==> src/rtl/decimal_to_bin_pkg.sv <==
// Shared scoreboard constants for the BCD <-> binary score paths.
// bin_to_decimal and the digit editors use the same widths and limits.
package decimal_to_bin_pkg;

  localparam int BIN_W = 7;
  localparam int BCD_W = 4;

  localparam logic [BCD_W-1:0] BCD_MAX     = 4'd9;
  localparam logic [BIN_W-1:0] TENS_WEIGHT = 7'd10;

  typedef enum logic {
    IDLE = 1'b0,
    ADD  = 1'b1
  } state_t;

endpackage : decimal_to_bin_pkg

==> src/rtl/bcd_digit_valid.sv <==
// Combinational check that a 4-bit code is a legal BCD digit (0..9).
// Shared by the converter and the display/editing blocks.
module bcd_digit_valid
  import decimal_to_bin_pkg::*;
(
  input  logic [BCD_W-1:0] digit_i,
  output logic             valid_o
);

  assign valid_o = (digit_i <= BCD_MAX);

endmodule : bcd_digit_valid

==> src/rtl/decimal_to_bin.sv <==
// Iterative two-digit BCD to 7-bit binary converter.
// Loads the ones digit, then adds TENS_WEIGHT once per tens count.
module decimal_to_bin
  import decimal_to_bin_pkg::*;
(
  input  logic             clk_i,
  input  logic             rst_i,
  input  logic             start_i,
  input  logic [BCD_W-1:0] tens_i,
  input  logic [BCD_W-1:0] ones_i,
  output logic [BIN_W-1:0] bin_o,
  output logic             busy_o,
  output logic             done_o,
  output logic             err_o
);

  // Handshake: start_i is accepted only in IDLE (busy_o low); done_o pulses
  // for one cycle per accepted request, and start_i during busy is dropped.

  state_t             state_q, state_d;
  logic [BIN_W-1:0]   acc_q, acc_d;
  logic [BCD_W-1:0]   cnt_q, cnt_d;
  logic [BIN_W-1:0]   bin_q, bin_d;
  logic               busy_q, busy_d;
  logic               done_q, done_d;
  logic               err_q, err_d;

  logic               tens_ok;
  logic               ones_ok;

  bcd_digit_valid u_tens_valid (
    .digit_i (tens_i),
    .valid_o (tens_ok)
  );

  bcd_digit_valid u_ones_valid (
    .digit_i (ones_i),
    .valid_o (ones_ok)
  );

  always_comb begin
    state_d = state_q;
    acc_d   = acc_q;
    cnt_d   = cnt_q;
    bin_d   = bin_q;
    err_d   = err_q;
    done_d  = 1'b0;

    case (state_q)
      IDLE: begin
        if (start_i) begin
          if (tens_ok && ones_ok) begin
            acc_d   = {{(BIN_W-BCD_W){1'b0}}, ones_i};
            cnt_d   = tens_i;
            err_d   = 1'b0;
            state_d = ADD;
          end else begin
            // Rejected request still completes so the requester is not left waiting.
            err_d  = 1'b1;
            done_d = 1'b1;
          end
        end
      end
      ADD: begin
        if (cnt_q != '0) begin
          acc_d = acc_q + TENS_WEIGHT;
          cnt_d = cnt_q - 4'd1;
        end else begin
          bin_d   = acc_q;
          done_d  = 1'b1;
          state_d = IDLE;
        end
      end
      default: state_d = IDLE;
    endcase

    busy_d = (state_d == ADD);
  end

  always_ff @(posedge clk_i or posedge rst_i) begin
    if (rst_i) begin
      state_q <= IDLE;
      acc_q   <= '0;
      cnt_q   <= '0;
      bin_q   <= '0;
      busy_q  <= 1'b0;
      done_q  <= 1'b0;
      err_q   <= 1'b0;
    end else begin
      state_q <= state_d;
      acc_q   <= acc_d;
      cnt_q   <= cnt_d;
      bin_q   <= bin_d;
      busy_q  <= busy_d;
      done_q  <= done_d;
      err_q   <= err_d;
    end
  end

  assign bin_o  = bin_q;
  assign busy_o = busy_q;
  assign done_o = done_q;
  assign err_o  = err_q;

endmodule : decimal_to_bin

==> config.mk <==
export PLATFORM = sky130hd
export DESIGN_NAME = decimal_to_bin
export DESIGN_NICKNAME = d
export VERILOG_FILES = /design/src/rtl/decimal_to_bin_pkg.sv /design/src/rtl/bcd_digit_valid.sv /design/src/rtl/decimal_to_bin.sv
export SDC_FILE = /design/constraint.sdc
export NUM_CORES = 1
export LEC_CHECK = 0
export ABC_AREA = 1
export CORE_MARGIN = 2
export CORE_UTILIZATION = 55
export CTS_CLUSTER_DIAMETER = 100
export DETAILED_ROUTE_END_ITERATION = 8
export MAX_ROUTING_LAYER = met4
export PLACE_DENSITY = 0.83
export SLEW_MARGIN = 20
export SYNTH_ARGS = -nofsm -noshare
export SYNTH_HDL_FRONTEND = slang
export SYNTH_SLANG_ARGS = --single-unit
==> constraint.sdc <==
create_clock -name clk_i -period 2.75 [get_ports clk_i]
set_input_delay 0.55 -clock clk_i [delete_from_list [all_inputs] [get_ports clk_i]]
set_output_delay 0.55 -clock clk_i [all_outputs]
set_load 0.005 [all_outputs]
Word level (Yosys, flattened, before mapping)
Index checks and enable logic that the tools add are counted.
W data, S select, Z words.
- register bits: 21
- latch bits: 0
- bits in writable memories: 0
- bits in read-only memories: 0
- input port bits: 11
- output and inout bits: 10
- logic and storage cells: 36
- memories kept: 0
- add/sub/neg operators: 2
- multipliers: 0
- div/mod/pow operators: 0
- order comparisons: 2
- equality and inequality tests: 3
- shifts and indexed selects: 0
- mux-type cells: 16
- bitwise gates (word level): 2
- reduce and logical (&&, ||, !) cells: 5
- operators by type and width (operator ; count):
    $mux W7 ; 3
    $pmux W7 S2 ; 1
    $mux W4 ; 3
    $le A4 B4 Y1 const B ; 2
    $pmux W4 S2 ; 1
    $add A7 B4 Y7 const B ; 1
    $mux W1 ; 6
    $ne A2 B2 Y1 const B ; 2
    $pmux W1 S2 ; 2
    $reduce_and A2 Y1 ; 2
    $reduce_bool A4 Y1 ; 1
    $sub A4 B1 Y4 const B ; 1
    $reduce_and A3 Y1 ; 1
    $ne A2 B1 Y1 const B ; 1
    $not A1 Y1 ; 2
    $logic_and A1 B1 Y1 ; 1

Depth between registers and ports, before layout
- word-level depth: 5
- gate-level depth with buffers: 8
- depth with buffers taken out: 8

By module
A second synthesis with hierarchy kept.
- cells, all modules: 125
- area, all modules: 1039.7 um^2
- by module, submodules not included (module ; times used ; cells each ; area each (um^2) ; sequential area each (um^2)):
    decimal_to_bin ; 1 ; 123 ; 1029.7 ; 525.5
    bcd_digit_valid ; 2 ; 1 ; 5.0 ; 0.0

Least setup slack after synthesis
Ideal clock, no wire load.
- path type: register -> register
- start: register cnt_q[0]
- end: register bin_q[1] (netlist: bin_o[1])
- library setup time: 0.117 ns
- arrival time: 1.081 ns
- required time: 2.633 ns
- path slack: 1.551 ns
- stages on the path, launching flop included: 7
- path buffers: 1
- period minus slack after synthesis: 1.199 ns
- cell sequence: dfrtp_1 > inv_1 > ha_1 > nand3_2 > buf_6 > nand2_1 > o21ai_2
- longest elaborated chain between the ends: 3
- RTL lines (item ; line ; text):
    from (decl) ; decimal_to_bin.sv:22 ; logic [BCD_W-1:0] cnt_q, cnt_d;
    from (signal assigned) ; decimal_to_bin.sv:92 ; cnt_q <= cnt_d;
    $reduce_bool A4 Y1 ; decimal_to_bin.sv:65 ; if (cnt_q != '0) begin
    $not A1 Y1 (no line) ; -- ;
    $reduce_and A2 Y1 (no line) ; -- ;
    to (signal assigned) ; decimal_to_bin.sv:93 ; bin_q <= bin_d;
    to (decl) ; decimal_to_bin.sv:23 ; logic [BIN_W-1:0] bin_q, bin_d;
Every way passes these cells.
A chain may end at the register's enable or synchronous reset.

Worst setup path after layout
- start: register busy_q (netlist: busy_o)
- end: output busy_o
- RTL lines (item ; line ; text):
    from (decl) ; decimal_to_bin.sv:24 ; logic busy_q, busy_d;
    from (signal assigned) ; decimal_to_bin.sv:94 ; busy_q <= busy_d;
    to (decl) ; decimal_to_bin.sv:12 ; output logic busy_o,
No word-level cell between the ends.

==> metrics <==
status complete, no violations; clock buffer depth 2; Worst-path clk slew 0.12 ns; synthesized flop and latch total 21; Yosys warnings 0; initial core utilization 0.587; total power 1.49 mW; Lkg Pwr 0.702 nW; GR peak layer met2; register area share after synthesis 0.457; Synth Net Count 154; Layout Nets 175; total routed wirelength 2220 microns; final antenna-violating net count 0; RSZ-0062 raised after global routing false; RePlAce Congestion 0.840; Sw Share 0.433; grt ovf 0; Syn Area/Cell 8.16 sq um; met2 usage 0.353; largest net degree at the start of global routing 22; via/cell ratio 5.18; Slew @ Worst Pin 0.790 ns; Die Height 49.8 microns; vias in the first global route 942; Die Footprint 0.00248 sq mm; postcts setup bufs 0; most frequent cells in the layout 50 x nand2_1, 21 x dfrtp_1, 20 x clkdlybuf4s50_1; multi-input logic area 512 sq um; Syn-to-layout area delta 19.2%; CP top delay family flip-flops; Final Max Slew Viols 0; latest clock arrival within the worst-skew pair 0.32 ns; Root Buffer clkbuf_4; IO Pins 21; maximum clock frequency 474 MHz; clock network power share 0.105; Layout fillers 182; Min-Delay Path Class flip-flop to flip-flop; setup_tns 0 ns; max-cap viol count 0; Core Box Area 0.00196 sq mm; Yosys top cell area share 0.457; Synth Cell Area 0.00115 sq mm; Final Setup Violations 0; Synth cell types 19; FF/Latch Area 526 sq um; first-pass GRT wire length 4060 microns; Pre-antenna DRT Iters 4; share of post-route cells with drive strength above 1 0.149; met3 global-route usage 0.0273; commonest non-fill, non-tap cell in the layout nand2_1; CTS hold repair buffers 0; Pint 842 uW; CTS Buf Count 3; initial drt markers 19; dpl hpwl 1630 microns; CTS tree built; Final Cycle Share 0.766; Comb pwr share 0.498; DR DRC count 0; Yosys top cell by area dfrtp_1; critical path startpoint category flip-flop; M1 GR Usage 0.277; routed len/inst 11.8 microns; initial antenna violation count 0; Bufs and invs on worst path 1; Data required, critical path 2.20 ns; Slew headroom 0.473; Seq pwr share 0.397; Slowest-stage cell, CP dfrtp_1; min Tclk post-route 2.11 ns; PortBufs 20; crit end category output pin; GRT Total Usage 0.219; Mapped Cells 141; Final Core Density 0.700; critical-path cell list clkdlybuf4s50_1; Peak supply drop 0.613 mV; Worst EP arrival 1.56 ns; Post-CTS Resized 0; Final Hold Fails 0; H-tree Lvls 1; # clock sinks 21; CP max stage delay 0.65 ns; antenna cells 0; Max Fanout on Critical Path 9; CP Class flip-flop to output pin; # rows 16; via count 974; P_sw 644 uW; clk_skew 0.00700 ns; PwrDens 1080 mW/mm^2; Die Width 49.8 microns; Synth area leaders dfrtp_1 46%, nand2_1 16%, o21ai_2 6.1%
-- sequential cells by signal, indices dropped and copies added, names as in the netlist --
signal	cells
acc_q	7
bin_o	7
cnt_q	4
done_o	1
busy_o	1
err_o	1
-- cells by family after synthesis --
logic type	share of synthesized area
and+or+nand+nor	0.310
buffers and inverters	0.0989
DFF	0.457
AOI/OAI and AO/OA	0.113
adders and majority gates	0.0217
-- power groups by stage --
stage	registers (mW)	clock network [mW]	logic, mW
6_report	0.589	0.156	0.741
5_1_grt	0.606	0.163	0.860
4_1_cts	0.590	0.156	0.748
3_5_place_dp	0.596	0	0.743
3_3_place_gp	0.586	0	0.714
2_1_floorplan	0.553	0	0.553
-- path summary, 6_finish.rpt --
| check | startpoint | end | slack (ns) | cells after the start |
|---|---|---|---|---|
| setup / recovery | busy_o | busy_o | 0.64 | 1 |
| hold / removal | bin_o[6] | bin_o[6] | 0.49 | 2 |
| setup reg to reg | cnt_q[0] | bin_o[2] | 1.29 | 5 |
| hold reg to reg | bin_o[6] | bin_o[6] | 0.49 | 2 |
| max in group asynchronous | rst_i | acc_q[1] | 1.58 | 2 |
| min in group asynchronous | rst_i | bin_o[0] | 0.67 | 2 |
-- cell type report --
| cell class | instances | area share |
|---|---|---|
| flip-flops and latches | 21 | 0.383 |
| multi-input cells | 98 | 0.373 |
| repair buffers | 20 | 0.146 |
| inverters | 18 | 0.0547 |
| well taps | 27 | 0.0246 |
| clock buffers | 4 | 0.0191 |
-- worst register-to-register path, cell delays in order (launching register included) --
cell	delay, ns
dfrtp_1	0.41
inv_1	0.10
ha_1	0.25
nand3_2	0.34
nand2_1	0.19
o21ai_2	0.06
-- synth_stat cells --
master and count:
nor2_1 10, nand2_2 2, inv_4 1, nand2_4 2, a21oi_2 1, inv_6 1, nand3_2 1, nor2_2 3
nand2_1 50, dfrtp_1 21, inv_1 16, buf_2 1, ha_1 2, o21ai_0 7, o21ai_4 1, nand3_1 10
o21ai_2 8, nand3_4 1, buf_6 3
-- per-stage QoR --
stage	std cells	hold slack [ns]	worst slack [ns]	cell area, sq um
after floorplan	141	0.471	1.55	1150
after global placement	184	0.463	0.990	1350
after detailed placement	184	0.469	0.949	1350
after CTS	188	0.496	0.640	1370
after global routing	188	0.523	0.606	1370
final	188	0.491	0.642	1370
-- per-layer routing --
metal | wire length, microns | vias up | share of wire
met5 | 0 | - | 0
met4 | 47 | 0 | 0.021
met3 | 88 | 6 | 0.040
met2 | 1090 | 36 | 0.49
met1 | 1000 | 454 | 0.45
li1 | - | 478 | -
(Power assumes the default switching activity.)
